<file path="src/rtl/i2s_rx.sv">
// I2S slave receiver: oversamples sclk/lrclk/sd on clk_i2s and emits 24-bit-slot stereo words.
// Define I2S_RX_ERR_EN to enable the half-frame length check and rx_err strobe.
module i2s_rx #(
    parameter int DATA_WIDTH = 16,
    parameter int SLOT_BITS  = 24,
    parameter int FRAME_BITS = 32
) (
    input  logic                  clk_i2s,
    input  logic                  reset_n,
    input  logic                  rx_sclk,
    input  logic                  rx_lrclk,
    input  logic                  rx_sd,
    output logic [DATA_WIDTH-1:0] rx_data_l,
    output logic [DATA_WIDTH-1:0] rx_data_r,
    output logic                  rx_valid,
    output logic                  rx_err
);

`ifdef I2S_RX_ERR_EN
    localparam bit ERR_EN = 1'b1;
`else
    localparam bit ERR_EN = 1'b0;
`endif

    localparam logic [5:0] SLOT_CNT  = 6'(SLOT_BITS);
    localparam logic [6:0] FRAME_CNT = 7'(FRAME_BITS);

    typedef enum logic [1:0] {SYNC, LEFT, RIGHT} state_t;

    logic                  r_sclkS1, r_sclkS2, r_sclkS3;
    logic                  r_lrS1, r_lrS2, r_lrPrev;
    logic                  r_sdS1, r_sdS2;
    logic [5:0]            r_bitCnt;
    logic [SLOT_BITS-1:0]  r_shift;
    logic [DATA_WIDTH-1:0] r_holdL;
    logic                  r_holdValid;
    state_t                r_state;

    logic                  w_sclkRise;
    logic                  w_lrChg;
    logic [5:0]            w_bitCntNext;
    logic [SLOT_BITS-1:0]  w_shiftNext;
    logic                  w_shiftEn;
    logic                  w_complete;
    logic [DATA_WIDTH-1:0] w_word;
    logic                  w_lenBad;

    assign w_sclkRise   = r_sclkS2 & ~r_sclkS3;
    assign w_lrChg      = r_lrS2 != r_lrPrev;
    assign w_bitCntNext = w_lrChg ? 6'd0 : ((r_bitCnt == 6'd63) ? r_bitCnt : r_bitCnt + 6'd1);
    assign w_shiftNext  = {r_shift[SLOT_BITS-2:0], r_sdS2};
    assign w_shiftEn    = (w_bitCntNext != 6'd0) && (w_bitCntNext <= SLOT_CNT);
    assign w_complete   = !w_lrChg && (w_bitCntNext == SLOT_CNT);
    assign w_word       = w_shiftNext[SLOT_BITS-1 -: DATA_WIDTH];
    // Half-frame length is the count reached before the lrclk edge, plus the delay slot.
    assign w_lenBad     = ERR_EN && (({1'b0, r_bitCnt} + 7'd1) != FRAME_CNT);

    always_ff @(posedge clk_i2s) begin
        if (!reset_n) begin
            r_sclkS1    <= 1'b0;
            r_sclkS2    <= 1'b0;
            r_sclkS3    <= 1'b0;
            r_lrS1      <= 1'b0;
            r_lrS2      <= 1'b0;
            r_lrPrev    <= 1'b0;
            r_sdS1      <= 1'b0;
            r_sdS2      <= 1'b0;
            r_bitCnt    <= 6'd0;
            r_shift     <= '0;
            r_holdL     <= '0;
            r_holdValid <= 1'b0;
            r_state     <= SYNC;
            rx_data_l   <= '0;
            rx_data_r   <= '0;
            rx_valid    <= 1'b0;
            rx_err      <= 1'b0;
        end else begin
            r_sclkS1 <= rx_sclk;
            r_sclkS2 <= r_sclkS1;
            r_sclkS3 <= r_sclkS2;
            r_lrS1   <= rx_lrclk;
            r_lrS2   <= r_lrS1;
            r_sdS1   <= rx_sd;
            r_sdS2   <= r_sdS1;
            rx_valid <= 1'b0;
            rx_err   <= 1'b0;
            if (w_sclkRise) begin
                r_lrPrev <= r_lrS2;
                r_bitCnt <= w_bitCntNext;
                if (w_shiftEn) begin
                    r_shift <= w_shiftNext;
                end
                if (w_lrChg) begin
                    // Entering a left slot always invalidates the held left word.
                    if (r_state == SYNC) begin
                        if (!r_lrS2) begin
                            r_state     <= LEFT;
                            r_holdValid <= 1'b0;
                        end
                    end else if (w_lenBad) begin
                        rx_err      <= 1'b1;
                        r_state     <= SYNC;
                        r_holdValid <= 1'b0;
                    end else if (!r_lrS2) begin
                        r_state     <= LEFT;
                        r_holdValid <= 1'b0;
                    end else begin
                        r_state <= RIGHT;
                    end
                end else if (w_complete) begin
                    case (r_state)
                        LEFT: begin
                            r_holdL     <= w_word;
                            r_holdValid <= 1'b1;
                        end
                        RIGHT: begin
                            if (r_holdValid) begin
                                rx_data_l <= r_holdL;
                                rx_data_r <= w_word;
                                rx_valid  <= 1'b1;
                            end
                        end
                        default: begin
                        end
                    endcase
                end
            end
        end
    end

endmodule

</file>
<file path="config.mk">
export PLATFORM = sky130hd
export DESIGN_NAME = i2s_rx
export DESIGN_NICKNAME = d
export VERILOG_FILES = /design/src/rtl/i2s_rx.sv
export SDC_FILE = /design/constraint.sdc
export NUM_CORES = 1
export LEC_CHECK = 0
export BUFFER_PORTS_ARGS = -buffer_cell sky130_fd_sc_hd__clkbuf_2
export CAP_MARGIN = 20
export CORE_ASPECT_RATIO = 1.25
export CORE_MARGIN = 4
export CORE_UTILIZATION = 57
export DETAILED_ROUTE_END_ITERATION = 10
export HOLD_SLACK_MARGIN = 0.08
export PLACE_DENSITY = 0.79
export SKIP_LAST_GASP = 1
export SLEW_MARGIN = 25
export SYNTH_ARGS = -nofsm -noshare
export SYNTH_HDL_FRONTEND = slang
export SYNTH_SLANG_ARGS = --single-unit
</file>
<file path="constraint.sdc">
create_clock -name clk_i2s -period 2.7 [get_ports clk_i2s]
set_input_delay 0.135 -clock clk_i2s [delete_from_list [all_inputs] [get_ports clk_i2s]]
set_output_delay 0.135 -clock clk_i2s [all_outputs]
set_load 0.01 [all_outputs]
</file>
==> flow_summary.json <==
{
  "holdWs_ns": 0.347,
  "drive_gt1_frac": 0.175,
  "ys_seq_area_frac": 0.505,
  "yosys.area.top_type": "dfxtp_1",
  "min_period_over_period": 0.880,
  "worst_r2r_path_depth": 6,
  "setup_viol_count_final": 0,
  "setup_tns_ns": 0,
  "worst-path-buf-inv": 1,
  "leakage_uw": 0.00149,
  "hold_viol": 0,
  "io_pins": 39,
  "coreArea_um2": 5900,
  "grt_pass1_vias": 2628,
  "critPathMaxFanout": 32,
  "worstSetupStartpointType": "register",
  "wirelength_um": 7190,
  "root_buffer": "clkbuf_8",
  "ys_seq_elements": 89,
  "nFillCells": 489,
  "run_status": "finished clean",
  "clkTransAtPathRegs_ns": 0.08,
  "final_nets": 408,
  "critPathCaptureType": "register",
  "max_stage_delay_ns": 0.75,
  "grt_pass1_wl_um": 11900,
  "syn_area_per_cell_um2": 9.47,
  "vias": 2699,
  "place_area_um2": 3720,
  "instances_no_fill": 488,
  "dieArea_um2": 7530,
  "pwr_density_cell_nw_per_um2": 564,
  "numPortBuffers": 37,
  "gp_congestion": 0.799,
  "drt.antenna.violating_nets": 0,
  "critPathSlowestCell": "or3_2",
  "antenna_found_initial": 0,
  "cp.depth": 6,
  "synth_ff_type": "dfxtp_1",
  "clock_path_buffers": 2,
  "p_total_uw": 2220,
  "clock-sinks": 89,
  "via_per_inst": 5.53,
  "yosys-top-cells-area": "dfxtp_1 (50%), mux2i_1 (11%), a21oi_1 (5.7%), nand3_1 (5.2%), o21ai_0 (5.0%)",
  "cts_tree": "yes",
  "overflow": 0,
  "dieHeight_um": 96.0,
  "grt_max_degree": 48,
  "final_area_um2": 3930,
  "final_max_slew_viol_count": 0,
  "syn-num-nets": 380,
  "path_cells": "inv_1, ha_1, o211ai_4, or3_2, o21ai_0, a21oi_1",
  "drcViolationCount": 0,
  "syn-instance-count": 373,
  "cap_violations": 0,
  "worstMarginPinSlew_ns": 0.624,
  "synth-async-reset-ratio": 0,
  "wl_per_cell_um": 14.7,
  "criticalPathCategory": "reg2reg",
  "min_period_ns": 2.38,
  "drtPass1Iterations": 5,
  "fmax_mhz": 421,
  "yosysWarnings": 0,
  "drt-initial-drc-count": 217,
  "cts_made_buffers": 9,
  "insertion_delay_ns": 0.36,
  "num_rows": 31,
  "start_util": 0.599,
  "track_usage": 0.204,
  "min_path_cells": 3,
  "arrival_ns": 2.60,
  "cts_max_level": 3,
  "antenna_cells": 0,
  "die_w_um": 78.4,
  "hpwl_um": 4640,
  "slew_headroom": 0.581,
  "cp_data_required_time_ns": 2.92,
  "hp-class": "in2reg",
  "skew_ns": 0.00772,
  "syn2layout_area_growth_pct": 11.4,
  "synth_top_cell_area_share": 0.505,
  "dp.cells": 469,
  "peakVddDrop_mv": 0.459,
  "synth_cell_types": 39,
  "mappedNetlistArea_um2": 3530,
  "crit_family": "simple AND/OR/NAND/NOR gates",
  "synth_edf_count": 0,
  "rsz0062_at_grt": "false"
}
## cell usage in the layout (no fill, tap or decap), drive strengths merged
cell and count:
a2111oi 1, a211oi 2, a21oi 40, a22oi 2, a31o 1, a31oi 1
a32oi 1, a41oi 2, and2 8, and2b 2, and3 2, and3b 1
and4b 1, buf 7, clkbuf 47, clkinv 4, clkinvlp 2, conb 1
dfxtp 89, dlygate4sd3 3, ha 2, inv 5, mux2i 40, nand2 46
nand2b 2, nand3 37, nand3b 1, nand4 1, nor2 7, nor3 6
nor3b 1, o211ai 1, o21ai 35, o22ai 1, or3 3, xnor2 1
## layer usage
layer  share of wire  vias up  global-route usage
li1                -     1356                   -
met1            0.43     1278               0.238
met2            0.51       53               0.346
met3           0.043       12              0.0478
met4           0.020        0               0.114
met5               0        -                   0
## logic make-up (layout without fill, tap and decap cells)
kind of cell	Yosys count	in the layout	synth area share
other	1	1	0.00106
flip-flops	89	89	0.505
AND/OR/NAND/NOR	118	118	0.169
buffers and inverters	35	68	0.0524
XOR/XNOR	1	1	0.00780
AO/OA/AOI/OAI	87	87	0.144
adder cells (fa/ha/maj)	2	2	0.00709
multiplexers	40	40	0.113
## synth_stat cells, types with 2 or more instances
library cell  instances
a21oi_1              40
ha_1                  2
dfxtp_1              89
and3_1                2
inv_1                 4
nor2_1                7
a41oi_1               2
and2_1                8
clkbuf_1             23
nand2b_1              2
mux2i_1              40
buf_4                 2
a211oi_1              2
nand2_1              46
a22oi_1               2
nor3_1                5
buf_6                 4
or3_1                 2
nand3_1              37
o21ai_0              35
## sequential cells by signal (all words and copies together) (netlist names)
signal / count
r_shift: 23
r_holdL: 16
rx_data_l: 16
rx_data_r: 16
r_bitCnt: 6
r_state: 2
r_holdValid: 1
r_lrPrev: 1
r_lrS1: 1
r_lrS2: 1
r_sclkS1: 1
r_sclkS2: 1
r_sclkS3: 1
r_sdS1: 1
r_sdS2: 1
rx_valid: 1
## final cells by class
| type | instances | area [um^2] | share of cell area |
|---|---|---|---|
| clock buffer | 10 | 138 | 0.0350 |
| timing repair buffer | 47 | 280 | 0.0713 |
| sequential | 89 | 1780 | 0.453 |
| inverter | 5 | 18.8 | 0.00477 |
| multi-input combinational | 249 | 1570 | 0.399 |
| tap | 82 | 103 | 0.0261 |
| clock inverter | 6 | 42.5 | 0.0108 |
## worst min-delay path, stage by stage
cell	delay [ns]
clkbuf_2	0.10
clkinv_1	0.35
a21oi_1	0.07
## worst paths after layout
| check | startpoint | end | slack, ns |
|---|---|---|---|
| setup / recovery | r_lrPrev$_SDFFE_PN0P_ | rx_data_l[7]$_SDFFE_PN0P_ | 0.32 |
| hold / removal | reset_n | r_bitCnt[5]$_SDFFE_PN0P_ | 0.35 |
| setup reg to reg | r_lrPrev$_SDFFE_PN0P_ | rx_data_l[7]$_SDFFE_PN0P_ | 0.32 |
| hold reg to reg | r_lrS1$_SDFF_PN0_ | r_lrS2$_SDFF_PN0_ | 0.43 |
## report_power, final
group | internal (uW) | leakage [uW] | switching [uW] | total (uW)
sequential | 1320 | 0.000718 | 3.39 | 1320
clock | 361 | 0.0000887 | 466 | 827
combinational | 25.6 | 0.000682 | 45.0 | 70.5
## through the flow
step	utilization	setup WS, ns
global route	0.667	0.154
global placement	0.631	0.415
detailed placement	0.631	0.344
finish	0.667	0.325
CTS	0.667	0.325
floorplan	-	0.484
## repair_timing
action                                 in CTS  in global routing
endpoints found under the hold margin       3                  0
buffers inserted                            0                  0
hold buffers                                3                  0
resized for setup                           0                  0
(Power assumes the default switching activity.)
